===== src/rtl/cpu_run_controller.sv =====
// Run/pause/single-step controller for a CPU clock enable, driven by three raw,
// asynchronous push-buttons that are synchronised and debounced on the way in.
module cpu_run_controller #(
    parameter int unsigned DB_CYCLES = 16,
    parameter int unsigned CNT_W     = 16
) (
    input  logic             clock,
    input  logic             reset,
    input  logic             start,
    input  logic             stop,
    input  logic             inc,
    input  logic             cpu_halt,
    output logic             enable_control,
    output logic             start_control,
    output logic [2:0]       state,
    output logic [CNT_W-1:0] cycle_count
);

    localparam int unsigned DB_W      = (DB_CYCLES > 1) ? $clog2(DB_CYCLES) : 1;
    localparam int unsigned NBTN      = 3;
    localparam int unsigned BTN_START = 0;
    localparam int unsigned BTN_STOP  = 1;
    localparam int unsigned BTN_INC   = 2;

    typedef enum logic [2:0] {
        S_IDLE  = 3'd0,
        S_LOAD  = 3'd1,
        S_RUN   = 3'd2,
        S_PAUSE = 3'd3,
        S_STEP  = 3'd4
    } state_e;

    logic [NBTN-1:0] raw_btn;
    logic [NBTN-1:0] sync1_q, sync2_q;
    logic [NBTN-1:0] db_q, db_d, db_prev_q;
    logic [DB_W-1:0] db_cnt_q [NBTN];
    logic [DB_W-1:0] db_cnt_d [NBTN];
    logic [NBTN-1:0] btn_ev;
    logic            ev_stop, ev_start, ev_inc;

    state_e           state_q, state_d;
    logic             enable_q, enable_d;
    logic             start_q, start_d;
    logic [CNT_W-1:0] count_q, count_d;

    assign raw_btn = {inc, stop, start};

    // Debounce: adopt the synchronised level only after DB_CYCLES consecutive differing samples
    always_comb begin
        for (int i = 0; i < int'(NBTN); i++) begin
            db_d[i]     = db_q[i];
            db_cnt_d[i] = '0;
            if (sync2_q[i] != db_q[i]) begin
                if (db_cnt_q[i] == DB_W'(DB_CYCLES - 1)) begin
                    db_d[i] = sync2_q[i];
                end else begin
                    db_cnt_d[i] = db_cnt_q[i] + DB_W'(1);
                end
            end
        end
    end

    always_ff @(posedge clock or negedge reset) begin
        if (!reset) begin
            sync1_q   <= '0;
            sync2_q   <= '0;
            db_q      <= '0;
            db_prev_q <= '0;
            for (int i = 0; i < int'(NBTN); i++) begin
                db_cnt_q[i] <= '0;
            end
        end else begin
            sync1_q   <= raw_btn;
            sync2_q   <= sync1_q;
            db_q      <= db_d;
            db_prev_q <= db_q;
            for (int i = 0; i < int'(NBTN); i++) begin
                db_cnt_q[i] <= db_cnt_d[i];
            end
        end
    end

    // Rising-edge events with stop > start > inc; losers in the same cycle are dropped
    assign btn_ev   = db_q & ~db_prev_q;
    assign ev_stop  = btn_ev[BTN_STOP];
    assign ev_start = btn_ev[BTN_START] & ~btn_ev[BTN_STOP];
    assign ev_inc   = btn_ev[BTN_INC] & ~btn_ev[BTN_STOP] & ~btn_ev[BTN_START];

    always_ff @(posedge clock or negedge reset) begin
        if (!reset) begin
            state_q  <= S_IDLE;
            enable_q <= 1'b0;
            start_q  <= 1'b0;
            count_q  <= '0;
        end else begin
            state_q  <= state_d;
            enable_q <= enable_d;
            start_q  <= start_d;
            count_q  <= count_d;
        end
    end

    // Next state; outputs are decoded from the next state so they register cleanly
    always_comb begin
        state_d  = state_q;
        enable_d = 1'b0;
        start_d  = 1'b0;
        count_d  = count_q;

        unique case (state_q)
            S_IDLE: begin
                if (ev_start) state_d = S_LOAD;
            end
            S_LOAD: begin
                state_d = S_RUN;
            end
            S_RUN: begin
                if (cpu_halt)     state_d = S_IDLE;
                else if (ev_stop) state_d = S_PAUSE;
            end
            S_PAUSE: begin
                if (cpu_halt)      state_d = S_IDLE;
                else if (ev_stop)  state_d = S_PAUSE;
                else if (ev_start) state_d = S_RUN;
                else if (ev_inc)   state_d = S_STEP;
            end
            S_STEP: begin
                state_d = S_PAUSE;
            end
            default: begin
                state_d = S_IDLE;
            end
        endcase

        enable_d = (state_d == S_RUN) || (state_d == S_STEP);
        start_d  = (state_d == S_LOAD);

        if (state_d == S_LOAD) begin
            count_d = '0;
        end else if (enable_q) begin
            count_d = count_q + CNT_W'(1);
        end
    end

    assign enable_control = enable_q;
    assign start_control  = start_q;
    assign state          = state_q;
    assign cycle_count    = count_q;

endmodule


===== config.mk =====
export PLATFORM = sky130hd
export DESIGN_NAME = cpu_run_controller
export DESIGN_NICKNAME = d
export VERILOG_FILES = /design/src/rtl/cpu_run_controller.sv
export SDC_FILE = /design/constraint.sdc
export NUM_CORES = 1
export LEC_CHECK = 0
export CORE_MARGIN = 2
export CORE_UTILIZATION = 45
export CTS_CLUSTER_SIZE = 16
export DETAILED_ROUTE_END_ITERATION = 8
export HOLD_SLACK_MARGIN = 0.12
export PLACE_DENSITY_LB_ADDON = 0.3
export SLEW_MARGIN = 10
export SYNTH_ARGS = -nofsm -noshare
export SYNTH_HDL_FRONTEND = slang
export SYNTH_SLANG_ARGS = --single-unit

===== constraint.sdc =====
create_clock -name clock -period 4.05 [get_ports clock]
set_clock_uncertainty 0.05 [all_clocks]
set_input_delay 0.405 -clock clock [delete_from_list [all_inputs] [get_ports clock]]
set_output_delay 0.405 -clock clock [all_outputs]
set_load 0.005 [all_outputs]

==> impl_metrics.csv, run 1 <==
group,metric,value,unit
placed_design,io_buffer_count,26,
cts,cts_tree,"built",
floorplan,die-area,0.00485,sq mm
logic_synthesis,netlist_instances,167,
floorplan,die_w,69.7,um
run_status,status,"finished clean",
grt,use_met3,0.0422,
sta,rsz0062_at_grt,"no",
cts,clock_path_buffers,2,
worst_setup_path,cp.arrival,1410,ps
cts,post_cts_resized,0,
cts,post_cts_buffers,0,
logic_synthesis,avgSynthCellArea,11.6,sq um
grt,grt_usage,0.158,
logic_synthesis,seq_area_frac_synth,0.580,
pwr,seqPwrFrac,0.612,
pwr,power_frac_comb,0.076,
sta,setup-violations-final,0,
sta,finalCritPeriodShare,0.461,
route,vias,1305,
grt,grt_pass1_wl,6060,um
grt,grt-busiest-layer,"met2",
flow_run,cap_violations,0,
worst_setup_path,reg2reg_slack,2390,ps
floorplan,ioPinCount,27,
logic_synthesis,synth_seq_cells,45,
logic_synthesis,syn-cell-area,0.00194,sq mm
pwr,power.internal,0.613,mW
route,drt-vias-per-instance,5.30,
pwr,clkPwrFrac,0.312,
final_layout,drive_gt1_frac,0.0867,
final_layout,post-route-util,0.567,
worst_setup_path,worst-path-max-fanout,9,
sta,layout_min_cycle_time,1870,ps
cts,clock_latency,290,ps
sta,maxSlewViolCount,0,
route,drc_errors,0,
final_layout,nets,207,
grt,grtUsageMet1,0.176,
worst_setup_path,slowest_delay,570,ps
placed_design,gp_congestion,0.721,
worst_setup_path,r2r-start,"db_q[0]$_DFFE_PN0P_",
sta,clock.fmax,535,MHz
grt,grt_remaining_overflow,0,
cts,clock_sinks,45,
pwr,p_per_area,344,mW/mm^2
floorplan,row_count,23,
sta,tns,0,ps
grt,first_global_vias,1308,
worst_setup_path,start_kind,"flip-flop",
route,drt_pass1_iterations,4,
cts,hold_buffers,0,
grt,met2_usage,0.283,
worst_setup_path,reg2reg_depth,4,
logic_synthesis,synthesis.nets,177,
placed_design,place_hpwl,2500,um
worst_setup_path,crit_path_end_kind,"primary output",
min_path,min_path_type,"primary input to asynchronous set/reset pin",
worst_setup_path,path_class,"flip-flop to primary output",
route,wl_per_cell,14.0,um
pwr,p_leak,0.981,nW
sta,slew_headroom,0.361,
floorplan,fp.dieH,69.7,um
route,drtAntennaViolNets,0,
worst_setup_path,cpMaxStageDelayCell,"clkdlybuf4s50_1",
worst_setup_path,cp.required,3600,ps
cts,cts-root-buf,"clkbuf_8",
sta,worst_pin_slew,958,ps
worst_setup_path,cp_top_family,"buffers and inverters",
worst_setup_path,path_cells,"clkdlybuf4s50_1",
grt,grt_max_degree,46,
sta,holdWs,213,ps
floorplan,initial_core_util,0.475,
route,drt_iter0_markers,55,
grt,antenna_found_initial,0,
final_layout,syn2layout_area_growth,19.3,%
logic_synthesis,synth_warnings,0,
cts,cts_buffers,5,
logic_synthesis,synth.distinct_cells,29,
pwr,p_switching,0.183,mW
worst_setup_path,reg2reg_to,"cycle_count[4]$_DFFE_PN0P_",
floorplan,core,0.00409,sq mm
pwr,swShare,0.230,
sta,hold_viol_final,0,
pwr,ir_drop,0.224,mV
route,routed_wl,3430,um
cts,clk_pin_slew_worst_paths,70,ps
final_layout,diodes,0,
worst_setup_path,cp_num_buf_inv,1,
cts,cts_max_level,2,
-- worst register-to-register path, cell delays in order (launching register included) --
cell and delay, ps:
dfrtp_1 390, nor2b_1 290, nand2_1 130, nor3_4 530, nor2_1 120
-- power groups by stage --
stage	clock network, mW	logic, mW	registers [mW]
finish	0.248	0.0607	0.487
floorplan	0	0.0281	0.492
CTS	0.257	0.0626	0.487
detailed placement	0	0.0621	0.496
global placement	0	0.0587	0.494
global route	0.279	0.0709	0.490
-- cells in the final DEF, fill, tap and decap left out --
master | synthesis | layout
buf_2 | 1 | 1
dfrtp_1 | 45 | 45
inv_1 | 5 | 5
nand2_1 | 7 | 7
nand2b_1 | 2 | 2
a211oi_1 | 2 | 2
or2_1 | 1 | 1
nand4b_1 | 3 | 3
mux2i_1 | 1 | 1
o2bb2ai_1 | 2 | 2
nand4_4 | 1 | 1
nand3_1 | 6 | 6
a21oi_1 | 7 | 7
and3_1 | 1 | 1
xnor2_1 | 18 | 18
ha_1 | 4 | 4
nor3_4 | 1 | 1
nor2b_1 | 5 | 5
xor2_1 | 4 | 4
nand4_1 | 4 | 4
nor2_1 | 25 | 25
nor3_1 | 4 | 4
nor4_2 | 4 | 4
nand4_2 | 1 | 1
nor3b_1 | 3 | 3
clkinv_2 | 0 | 1
clkdlybuf4s50_1 | 0 | 25
clkbuf_8 | 0 | 5
mux2_2 | 3 | 3
o21ai_0 | 5 | 5
-- sequential cells by signal, indices dropped and copies added (netlist names) --
| register | count |
|---|---|
| cycle_count | 16 |
| db_cnt_q | 12 |
| db_prev_q | 3 |
| db_q | 3 |
| state | 3 |
| sync1_q | 3 |
| sync2_q | 3 |
| enable_control | 1 |
| start_control | 1 |
-- logic make-up after synthesis --
family                     count (synthesis)  share of synthesized area
AOI/OAI and AO/OA                         16                     0.0477
xor gates and xnor gates                  22                     0.0993
adders and majority gates                  4                     0.0258
buffers and inverters                      8                     0.0181
DFF                                       45                      0.580
muxes                                      4                     0.0226
and+or+nand+nor                           68                      0.206
-- per-stage QoR --
step | instances | setup slack, ps | total power, mW | cell area [sq um]
3_5_place_dp | 240 | 2370 | 0.558 | 2240
3_3_place_gp | 240 | 2440 | 0.552 | 2240
6_report | 246 | 2180 | 0.796 | 2320
5_1_grt | 246 | 2110 | 0.840 | 2320
4_1_cts | 246 | 2170 | 0.807 | 2320
2_1_floorplan | 167 | 2680 | 0.520 | 1940
-- worst max path at each step --
stage          depth (start not counted)                           to  slack (ps)                startpoint
6_report                               1                     state[2]        2180        state[2]$_DFF_PN0_
5_1_grt                                1               enable_control        2110  enable_control$_DFF_PN0_
4_1_cts                                1                     state[2]        2170        state[2]$_DFF_PN0_
3_5_place_dp                           4   cycle_count[4]$_DFFE_PN0P_        2370       db_q[0]$_DFFE_PN0P_
3_3_place_gp                           4   cycle_count[8]$_DFFE_PN0P_        2440       db_q[0]$_DFFE_PN0P_
2_1_floorplan                          5  cycle_count[13]$_DFFE_PN0P_        2680  enable_control$_DFF_PN0_
-- cells in the mapped netlist --
library cell  number  share of area
xor2_1             4          0.018
nor3b_1            3          0.012
o21ai_0            5          0.013
dfrtp_1           45           0.58
nand4b_1           3          0.014
a21oi_1            7          0.018
and3_1             1         0.0032
or2_1              1         0.0032
a211oi_1           2         0.0077
nand4_1            4          0.013
nand2b_1           2         0.0064
ha_1               4          0.026
nor2b_1            5          0.016
buf_4              1         0.0039
xnor2_1           18          0.081
clkbuf_1           1         0.0019
nor2_1            25          0.048
mux2i_1            1         0.0052
nor4_2             4          0.026
inv_1              5         0.0097
nor3_4             1         0.0084
nand4_4            1          0.011
nor3_1             4          0.010
o2bb2ai_1          2         0.0090
nand3_1            6          0.015
nand4_2            1         0.0064
mux2_2             3          0.017
nand2_1            7          0.014
buf_2              1         0.0026
-- layout make-up --
type	count	area, sq um
tap	50	62.6
sequential	45	1130
timing repair buffer	26	255
inverter	5	18.8
clock buffer	5	68.8
clock inverter	1	5.00
fill	344	1770
multi-input combinational	114	779
-- per-layer routing --
metal,wire length [um],vias up
met5,0,-
met4,46,0
met3,141,4
met2,1820,25
met1,1420,653
li1,-,623
Note: power is estimated with default switching activity, not from simulation.
==> inputs of run 2 (changes only) <==
clock period = 1.8 ns   (was 4.05 ns; I/O delays follow)
==> impl_metrics.csv, run 2 (synthesis results as in run 1) <==
group,metric,value,unit
sta,tns,0,ps
worst_setup_path,cpMaxStageDelayCell,"clkdlybuf4s50_1",
final_layout,layout_commonest_cell,"dfrtp_1",
sta,finalCritPeriodShare,0.923,
worst_setup_path,cp_num_buf_inv,1,
pwr,p_per_area,802,mW/mm^2
floorplan,initial_core_util,0.475,
final_layout,n_fill_cell,336,
final_layout,drive_gt1_frac,0.109,
grt,grt_pass1_wl,6000,um
route,drt_pass1_iterations,4,
sta,worst_pin_slew,513,ps
final_layout,diodes,0,
sta,clock.fmax,602,MHz
cts,hold_buffers,1,
worst_setup_path,slowest_delay,570,ps
route,drt_iter0_markers,56,
placed_design,gp_congestion,0.768,
cts,cts_buffers,5,
final_layout,final_cells,252,
cts,clock_sinks,45,
sta,holdWs,265,ps
worst_setup_path,path_cells,"clkdlybuf4s50_1",
cts,post_cts_resized,0,
final_layout,layout_common_cells,"45 x dfrtp_1, 25 x nor2_1, 25 x clkdlybuf4s50_1",
placed_design,dp_cells,243,
final_layout,syn2layout_area_growth,23.1,%
worst_setup_path,start_kind,"flip-flop",
floorplan,die-area,0.00485,sq mm
grt,first_global_vias,1380,
grt,grt_remaining_overflow,0,
route,drc_errors,0,
floorplan,core,0.00409,sq mm
sta,maxSlewViolCount,0,
route,routed_wl,3450,um
grt,antenna_found_initial,0,
cts,post_cts_buffers,0,
final_layout,nets,211,
cts,cts_tree,"built",
placed_design,place_hpwl,2530,um
flow_run,cap_violations,0,
sta,setup-violations-final,0,
floorplan,fp.dieH,69.7,um
route,vias,1334,
route,drtAntennaViolNets,0,
pwr,ir_drop,0.551,mV
floorplan,ioPinCount,27,
cts,cts_max_level,2,
worst_setup_path,cp.arrival,1430,ps
sta,hold_viol_final,0,
worst_setup_path,path_class,"flip-flop to primary output",
worst_setup_path,cp.required,1570,ps
cts,cts-root-buf,"clkbuf_8",
pwr,p_leak,1.02,nW
cts,clock_path_buffers,2,
floorplan,row_count,23,
placed_design,io_buffer_count,26,
min_path,min_path_type,"primary input to flip-flop",
worst_setup_path,worst-path-max-fanout,9,
route,wl_per_cell,13.7,um
worst_setup_path,cp_top_family,"buffers and inverters",
run_status,status,"finished clean",
final_layout,largest_register_ffs,16,
cts,clk_pin_slew_worst_paths,80,ps
floorplan,die_w,69.7,um
sta,layout_min_cycle_time,1660,ps
grt,grt_usage,0.156,
route,drt-vias-per-instance,5.29,
sta,slew_headroom,0.658,
sta,rsz0062_at_grt,"no",
grt,grt_max_degree,25,
cts,clock_latency,300,ps
worst_setup_path,crit_path_end_kind,"primary output",
==> run 2: cell types whose count changed in the layout (fill, tap and decap cells not counted) <==
cell	delta
buf_12	+1
clkbuf_8	+2
buf_4	+2
dlygate4sd3_1	+1
==> run 2: worst paths after layout <==
| path | start | endpoint | slack (ps) | cells past startpoint |
|---|---|---|---|---|
| max in group asynchronous | reset | sync1_q[1]$_DFF_PN0_ | 860 | 3 |
| setup reg to reg | cycle_count[0]$_DFFE_PN0P_ | cycle_count[14]$_DFFE_PN0P_ | 320 | 5 |
| hold / removal | inc | sync1_q[2]$_DFF_PN0_ | 270 | 1 |
| setup / recovery | state[2]$_DFF_PN0_ | state[2] | 140 | 1 |
| min in group asynchronous | reset | cycle_count[5]$_DFFE_PN0P_ | 330 | 2 |
| hold reg to reg | sync1_q[2]$_DFF_PN0_ | sync2_q[2]$_DFF_PN0_ | 310 | 0 |
==> run 2: report_power, final <==
group          switching, mW  internal (mW)  leakage, nW  total, mW
clock network          0.327          0.347       0.0542      0.674
logic                 0.0645         0.0810        0.362      0.146
registers             0.0470           1.05        0.604       1.10
==> run 2: final cells by class <==
| type | count | area [sq um] | share of cell area |
|---|---|---|---|
| multi-input combinational | 114 | 779 | 0.326 |
| timing repair buffer | 30 | 300 | 0.126 |
| clock inverter | 1 | 5.00 | 0.00210 |
| tap | 50 | 62.6 | 0.0262 |
| clock buffer | 7 | 96.3 | 0.0403 |
| sequential | 45 | 1130 | 0.471 |
| inverter | 5 | 18.8 | 0.00786 |
==> run 2: metrics by stage <==
| stage | worst slack (ps) | util | cell area, sq um | total power [mW] |
|---|---|---|---|---|
| finish | 139 | 0.585 | 2390 | 1.92 |
| global route | 73.4 | 0.585 | 2390 | 2.01 |
| CTS | 124 | 0.585 | 2390 | 1.94 |
| detailed placement | 297 | 0.557 | 2280 | 1.26 |
| global placement | 383 | 0.557 | 2280 | 1.25 |
| floorplan | 430 | - | 1940 | 1.17 |
==> run 2: layer usage <==
metal | wire length, um | share of wire | GRT usage
met2 | 1760 | 0.51 | 0.278
met1 | 1500 | 0.43 | 0.175
met3 | 136 | 0.039 | 0.0465
met5 | 0 | 0 | 0
met4 | 54 | 0.016 | 0.0641
